[src/rtl/ex_operand_stage.sv]
// ex_operand_stage: ID/EX pipeline register with EX-stage operand forwarding
// and load-use hazard detection for a 5-stage in-order pipeline.
module ex_operand_stage #(
  parameter int XLEN = 32
) (
  input  logic            clk,
  input  logic            reset,
  input  logic            flush,
  input  logic            id_valid,
  input  logic [4:0]      id_rs1,
  input  logic [4:0]      id_rs2,
  input  logic [4:0]      id_rd,
  input  logic [XLEN-1:0] id_rd1,
  input  logic [XLEN-1:0] id_rd2,
  input  logic [XLEN-1:0] id_imm,
  input  logic            id_alusrc,
  input  logic [2:0]      id_alucontrol,
  input  logic            id_regwrite,
  input  logic            id_memread,
  input  logic [4:0]      mem_rd,
  input  logic            mem_regwrite,
  input  logic [XLEN-1:0] mem_result,
  input  logic [4:0]      wb_rd,
  input  logic            wb_regwrite,
  input  logic [XLEN-1:0] wb_result,
  output logic            stall_id,
  output logic            ex_valid,
  output logic [XLEN-1:0] SrcA,
  output logic [XLEN-1:0] SrcB,
  output logic [2:0]      ALUControl,
  output logic [XLEN-1:0] ex_store_data,
  output logic [4:0]      ex_rd,
  output logic            ex_regwrite,
  output logic            ex_memread
);
  logic            valid_q, regwrite_q, memread_q, alusrc_q;
  logic [4:0]      rs1_q, rs2_q, rd_q;
  logic [XLEN-1:0] rd1_q, rd2_q, imm_q;
  logic [2:0]      alu_q;
  logic            load_d;
  logic            mem_a, wb_a, mem_b, wb_b;
  // flush wins over stall: a killed instruction cannot cause a hazard
  assign stall_id = valid_q && memread_q && rd_q != 5'd0 && id_valid &&
                    (id_rs1 == rd_q || id_rs2 == rd_q) && !flush;
  assign load_d   = id_valid && !flush && !stall_id;
  always_ff @(posedge clk or posedge reset) begin
    if (reset) begin
      valid_q    <= 1'b0;
      regwrite_q <= 1'b0;
      memread_q  <= 1'b0;
      alusrc_q   <= 1'b0;
      rs1_q      <= '0;
      rs2_q      <= '0;
      rd_q       <= '0;
      rd1_q      <= '0;
      rd2_q      <= '0;
      imm_q      <= '0;
      alu_q      <= '0;
    end else begin
      valid_q    <= load_d;
      regwrite_q <= load_d && id_regwrite;
      memread_q  <= load_d && id_memread;
      if (load_d) begin
        rs1_q    <= id_rs1;
        rs2_q    <= id_rs2;
        rd_q     <= id_rd;
        rd1_q    <= id_rd1;
        rd2_q    <= id_rd2;
        imm_q    <= id_imm;
        alusrc_q <= id_alusrc;
        alu_q    <= id_alucontrol;
      end
    end
  end
  // x0 is hard-wired zero, so it never takes a forwarded value
  assign mem_a = mem_regwrite && mem_rd != 5'd0 && mem_rd == rs1_q;
  assign wb_a  = wb_regwrite  && wb_rd  != 5'd0 && wb_rd  == rs1_q;
  assign mem_b = mem_regwrite && mem_rd != 5'd0 && mem_rd == rs2_q;
  assign wb_b  = wb_regwrite  && wb_rd  != 5'd0 && wb_rd  == rs2_q;
  assign SrcA          = mem_a ? mem_result : wb_a ? wb_result : rd1_q;
  assign ex_store_data = mem_b ? mem_result : wb_b ? wb_result : rd2_q;
  assign SrcB          = alusrc_q ? imm_q : ex_store_data;
  assign ALUControl    = alu_q;
  assign ex_valid      = valid_q;
  assign ex_rd         = rd_q;
  assign ex_regwrite   = regwrite_q;
  assign ex_memread    = memread_q;
endmodule

[config.mk]
export PLATFORM = sky130hd
export DESIGN_NAME = ex_operand_stage
export DESIGN_NICKNAME = d
export VERILOG_FILES = /design/src/rtl/ex_operand_stage.sv
export SDC_FILE = /design/constraint.sdc
export NUM_CORES = 1
export LEC_CHECK = 0
export BUFFER_PORTS_ARGS = -buffer_cell sky130_fd_sc_hd__buf_2
export CORE_ASPECT_RATIO = 1.5
export CORE_MARGIN = 4
export CORE_UTILIZATION = 35
export CTS_BUF_LIST = sky130_fd_sc_hd__clkbuf_8
export DETAILED_ROUTE_END_ITERATION = 7
export HOLD_SLACK_MARGIN = 0.02
export PLACE_DENSITY = 0.75
export SLEW_MARGIN = 15
export SYNTH_ARGS = -nofsm -noshare
export SYNTH_HDL_FRONTEND = slang
export SYNTH_SLANG_ARGS = --single-unit
[constraint.sdc]
create_clock -name clk -period 3.1 [get_ports clk]
set_input_delay 0.155 -clock clk [delete_from_list [all_inputs] [get_ports clk]]
set_output_delay 0.155 -clock clk [all_outputs]
set_load 0.02 [all_outputs]
# --- Word-level counts from Yosys, hierarchy flattened ---
# Index checks and enable logic that the tools add are counted.
totals:
  register_bits: 118
  in_bits: 197
  output_inout_bits: 108
  elab_cells: 43
classes:
  n_eq_ne: 6
  mux: 5
  n_reduce_logical: 21
ops:
  columns: ["cell", "n"]
  rows:
  - ["$mux 32", 5]
  - ["$eq 5x5->1", 6]
  - ["$logic_and 1x1->1", 15]
  - ["$reduce_bool 5->1", 3]
  - ["$logic_not 1->1", 2]
  - ["$logic_or 1x1->1", 1]

# --- Logic depth before layout (Yosys ltp) ---
depth:
  depth_word: 8
  mapped_depth: 8
  ltp_nobuf: 5

# --- Worst setup path before layout ---
# No wires, ideal clock.
synth_timing:
  path_type: "input-to-output"
  start: "input port wb_rd[1]"
  end: "output port SrcB[10]"
  arrival_ps: 2004
  t_required_ps: 2945
  slack_ps: 941
  stages: 7
  path_buffers: 2
  path_cell_list: "or4_1 -> o21a_1 -> and4_1 -> buf_6 -> buf_12 -> mux2i_1 -> a221oi_1"
synth_via:
  elab_chain_len: 6
  elab_cells_between_ends: 7
  classes_between: "eq/ne (1); mux (3); reduce/logical (3)"
synth_rtl:
  columns: ["element", "line_no", "source"]
  rows:
  - ["from (decl)", "23", "input logic [4:0] wb_rd,"]
  - ["$reduce_bool 5->1", "79", "assign wb_b = wb_regwrite && wb_rd != 5'd0 && wb_rd == rs2_q;"]
  - ["$logic_and 1x1->1", "79", null]
  - ["$logic_and 1x1->1 (*)", "79", null]
  - ["$mux 32 (*) (2 in a row)", "81", "assign ex_store_data = mem_b ? mem_result : wb_b ? wb_result : rd2_q;"]
  - ["$mux 32 (*)", "82", "assign SrcB = alusrc_q ? imm_q : ex_store_data;"]
  - ["to (decl)", "29", "output logic [XLEN-1:0] SrcB,"]
# Every way passes the cells marked *; elsewhere a longest branch is shown, timed or not.

# --- Worst setup path after layout ---
layout_timing:
  start: "register rs2_q[1]"
  end: "output port ex_store_data[2]"
layout_via:
  elab_chain_len: 4
  elab_cells_between_ends: 6
  classes_between: "eq/ne (2); mux (2); reduce/logical (2)"
layout_rtl:
  columns: ["element", "line_no", "source"]
  rows:
  - ["from (decl)", "37", "logic [4:0] rs1_q, rs2_q, rd_q;"]
  - ["from (signal assigned)", "65", "rs2_q <= id_rs2;"]
  - ["$eq 5x5->1", "79", null]
  - ["$logic_and 1x1->1", "79", null]
  - ["$mux 32", "81", null]
  - ["$mux 32 (*)", "81", null]
  - ["to (decl)", "31", "output logic [XLEN-1:0] ex_store_data,"]
# Marks and branches as above.

==> impl_summary.md <==
Status
The flow ran to the end, and the final reports show no timing, DRC or antenna violations.

Floorplan
The top-level I/O count is 305. The horizontal die dimension is 121 um. The die is 178 um tall. The initial utilization of the core area, before any placement, comes to 0.354.

The area of the die is 21600 um2. The total number of placement rows is 62. The floorplan core area is 19100 um2.

Placed design
At the placement stage, the worst setup path has a slack of 442 ps. In this run the tool buffered the top-level ports with 304 buffer cells. Routability-driven placement finished with a final weighted congestion of 0.874. The placed wire-length estimate after detailed placement is 16400 um.

Clock tree
The number of clock buffers inserted by TritonCTS is 17. The post-CTS setup-driven buffer insertion count is 0. In this run the number of H-tree levels came out at 4. The clock slew at the register clock pins of the worst setup and hold paths is 70 ps. The maximum buffer depth of the clock tree is 2. The later pin in the worst-skew pair is clocked with a latency of 420 ps. The root cell of the clock tree is sky130_fd_sc_hd__clkbuf_8. TritonCTS built the clock tree. The clock drives 118 sinks.

Detailed routing
In this run the top signal layer used is met4. Dividing the detail-routed wire length by the instance count gives 18.3 um. For this block, wires on met1 add up to 8320 um.

Detailed routing placed a total of 13000 um of wire on met2. Wires add up to 23800 um. The number of iterations in the first detailed-routing pass is 5. After detailed routing, the number of remaining DRC violations is 0.

The detailed-routed wire length on met3 is 1630 um. For this block, the via count after detailed routing is 6732. The post-detailed-route via-to-cell ratio is 5.17.

The count of nets left with antenna violations once routing finished came out at 0. In this run, the number of DRC markers left after iteration 0 of detailed routing was 361.

Worst setup path
The maximum single-stage delay on the critical path is 500 ps. STA puts the critical path data arrival time at 2710 ps. Along the worst path, the maximum fanout reaches 19. Setup slack on the worst reg-to-reg path comes out at 860 ps. The critical path goes through xor2_1, nor3_1, and4_4, buf_12, mux2i_1, a21oi_1, buf_2. The number of buffer and inverter stages on the critical path is 2. The kind of end point of the critical path is an output port. The worst setup path is launched from a flip-flop. Grouping stages by cell kind, the critical path spends the most delay in simple AND/OR/NAND/NOR gates. The data required time at the worst endpoint is 2940 ps. The classification of the worst setup path is flip-flop to output port.

The worst-path cell with the longest stage delay is sky130_fd_sc_hd__and4_4.

Global route
In the global route stage, overall resource usage came out at 0.216. Entering global routing, the biggest net connects 97 pins. The overflow left after global routing is 0. The number of global-route vias before repair is 7068.

The number of antenna violations at the first check in global routing was 2. The first global-routing pass estimated 36600 um of wire.

Finish
Relative to the synthesized area, the layout overhead comes to 49.2%. Leaving out fill and tap cells, the most frequent cell in the layout is sky130_fd_sc_hd__buf_2. The filler cells instantiated in the layout total 1667. The number of nets in the final layout is 1229. In the final layout, the multi-input gates occupy 3410 um2.

Summing all flip-flop and latch instances after layout gives 2950 um2. The proportion of layout cells with a drive suffix above 1 is 0.449. In the layout the commonest cells are sky130_fd_sc_hd__buf_2, sky130_fd_sc_hd__dlygate4sd3_1, sky130_fd_sc_hd__dfrtp_1.

Synth
A synthesized cell averages 10.8 um2. The most instantiated flip-flop cell in the synthesis netlist is sky130_fd_sc_hd__dfrtp_1. The sequential share of the synthesized area is 0.437. The gate count of the mapped netlist is 628. The synthesized netlist net count is 825. Summing every instance area after synthesis gives 6750 um2. After synthesis, the netlist uses 28 different library cells. During synthesis, Yosys emitted a total of 0 warnings. Sorting the synthesized cells by area gives the leading types as sky130_fd_sc_hd__dfrtp_1, sky130_fd_sc_hd__mux2_2, sky130_fd_sc_hd__mux2i_1. The share of synthesized area in the top cell type comes to 0.437. The synthesized flop and latch total is 118. The proportion of register bits with asynchronous set or reset after synthesis is 1.00. The number of enable flip-flop cells after synthesis is 0. The cell type with the largest total area after synthesis is sky130_fd_sc_hd__dfrtp_1.

Pwr
In this run the power density over the cells is 507 nW/um2. The analysis attributes to cell leakage a power of 0.00447 uW. The maximum vdd ir drop is 0.000358 V. The design draws 5110 uW.

Timing
The relative slew slack is 0.435. Setup repair after global routing left no endpoint under its margin. The setup TNS after final layout is 0 ps. The count of endpoints failing setup in the final report is 0.

Setup slack on the critical path of the routed design comes to 238 ps. The share of the clock period used by the worst path is 0.923. The clock period could shrink to 2860 ps.

The max-slew violation count came to 0. The post-route clock skew is 8.46 ps. The number of hold violations in the final report came to 0.

The fmax is 349 MHz. For the pin with the worst max-slew slack, the measured transition is 845 ps.

Min path
The tightest min-delay check is of the input pin to flip-flop type.

Run
Across the run, the number of max-cap violations was 0.
==> cell type report <==
| cell class | instances | share of cell area |
|---|---|---|
| antenna | 2 | 0.000497 |
| clock buffer | 17 | 0.0232 |
| inverter | 33 | 0.0127 |
| timing repair buffer | 433 | 0.284 |
| clock inverter | 14 | 0.0160 |
| sequential | 118 | 0.293 |
| tap | 256 | 0.0318 |
| multi-input combinational | 429 | 0.339 |
==> worst min-delay path: cells and delay by family <==
family,cells,cell delay (ps)
compound gates,1,190
buf+inv,1,80
mux,1,230
simple gates,1,40
==> Yosys cell counts, drive strengths merged (16+ instances only) <==
cell,n
dfrtp,118
mux2,115
mux2i,64
nor3,37
nand2,34
nor2,34
a21oi,33
inv,33
a221oi,32
o21ai,32
buf,31
clkbuf,17
xnor2,16
==> cells by family after synthesis <==
group / count (synthesis) / synth area share
buffers and inverters: 81 / 0.0632
AO/OA/AOI/OAI: 102 / 0.0949
AND/OR/NAND/NOR: 118 / 0.0789
flip-flops: 118 / 0.437
XOR/XNOR: 30 / 0.0389
multiplexers: 179 / 0.287
==> stage by stage <==
stage | hold WS, ps | cells | area (um2) | util
final | 306 | 1302 | 10100 | 0.528
after global routing | 283 | 1302 | 10100 | 0.528
after CTS | 259 | 1300 | 10100 | 0.528
after detailed placement | 366 | 1151 | 8490 | 0.445
after global placement | 363 | 1151 | 8490 | 0.445
after floorplan | 284 | 628 | 6760 | -
==> metal layers <==
layer  vias up  global-route usage
met3        62              0.0517
met2       330               0.386
met5         -                   0
li1       3051                   -
met4         0               0.112
met1      3289               0.234
==> report_power, final <==
part           internal, uW  leakage, uW  switching (uW)
Combinational           786      0.00290             969
Sequential             1760      0.00139             170
Clock                   782     0.000189             641
Total                  3330      0.00447            1780
==> worst paths after layout <==
| path | from | end | depth (start not counted) |
|---|---|---|---|
| max | rs2_q[1] | ex_store_data[2] | 7 |
| min | flush | ALUControl[1] | 4 |
| min in group asynchronous | reset | rd2_q[27] | 3 |
| min reg2reg | imm_q[30] | imm_q[30] | 1 |
| max reg2reg | ex_rd[0] | rd2_q[17] | 6 |
| max in group asynchronous | reset | rd1_q[18] | 4 |
==> state kept, by name, indices dropped and copies added, names as in the netlist, 3 cells and up <==
name and count:
rs1_q 5, ex_rd 5, ALUControl 3, imm_q 32, rd2_q 32, rs2_q 5
rd1_q 32
==> timing repair <==
action / 4_1_cts / 5_1_grt
cloned: 0 / 0
endpoints found under the hold margin: 151 / 0
hold buffers: 118 / 0
gates resized for setup: 1 / 1
pin swaps: 0 / 0
endpoints found under the setup margin: 5 / 29
Power figures use the tool's default switching activity.
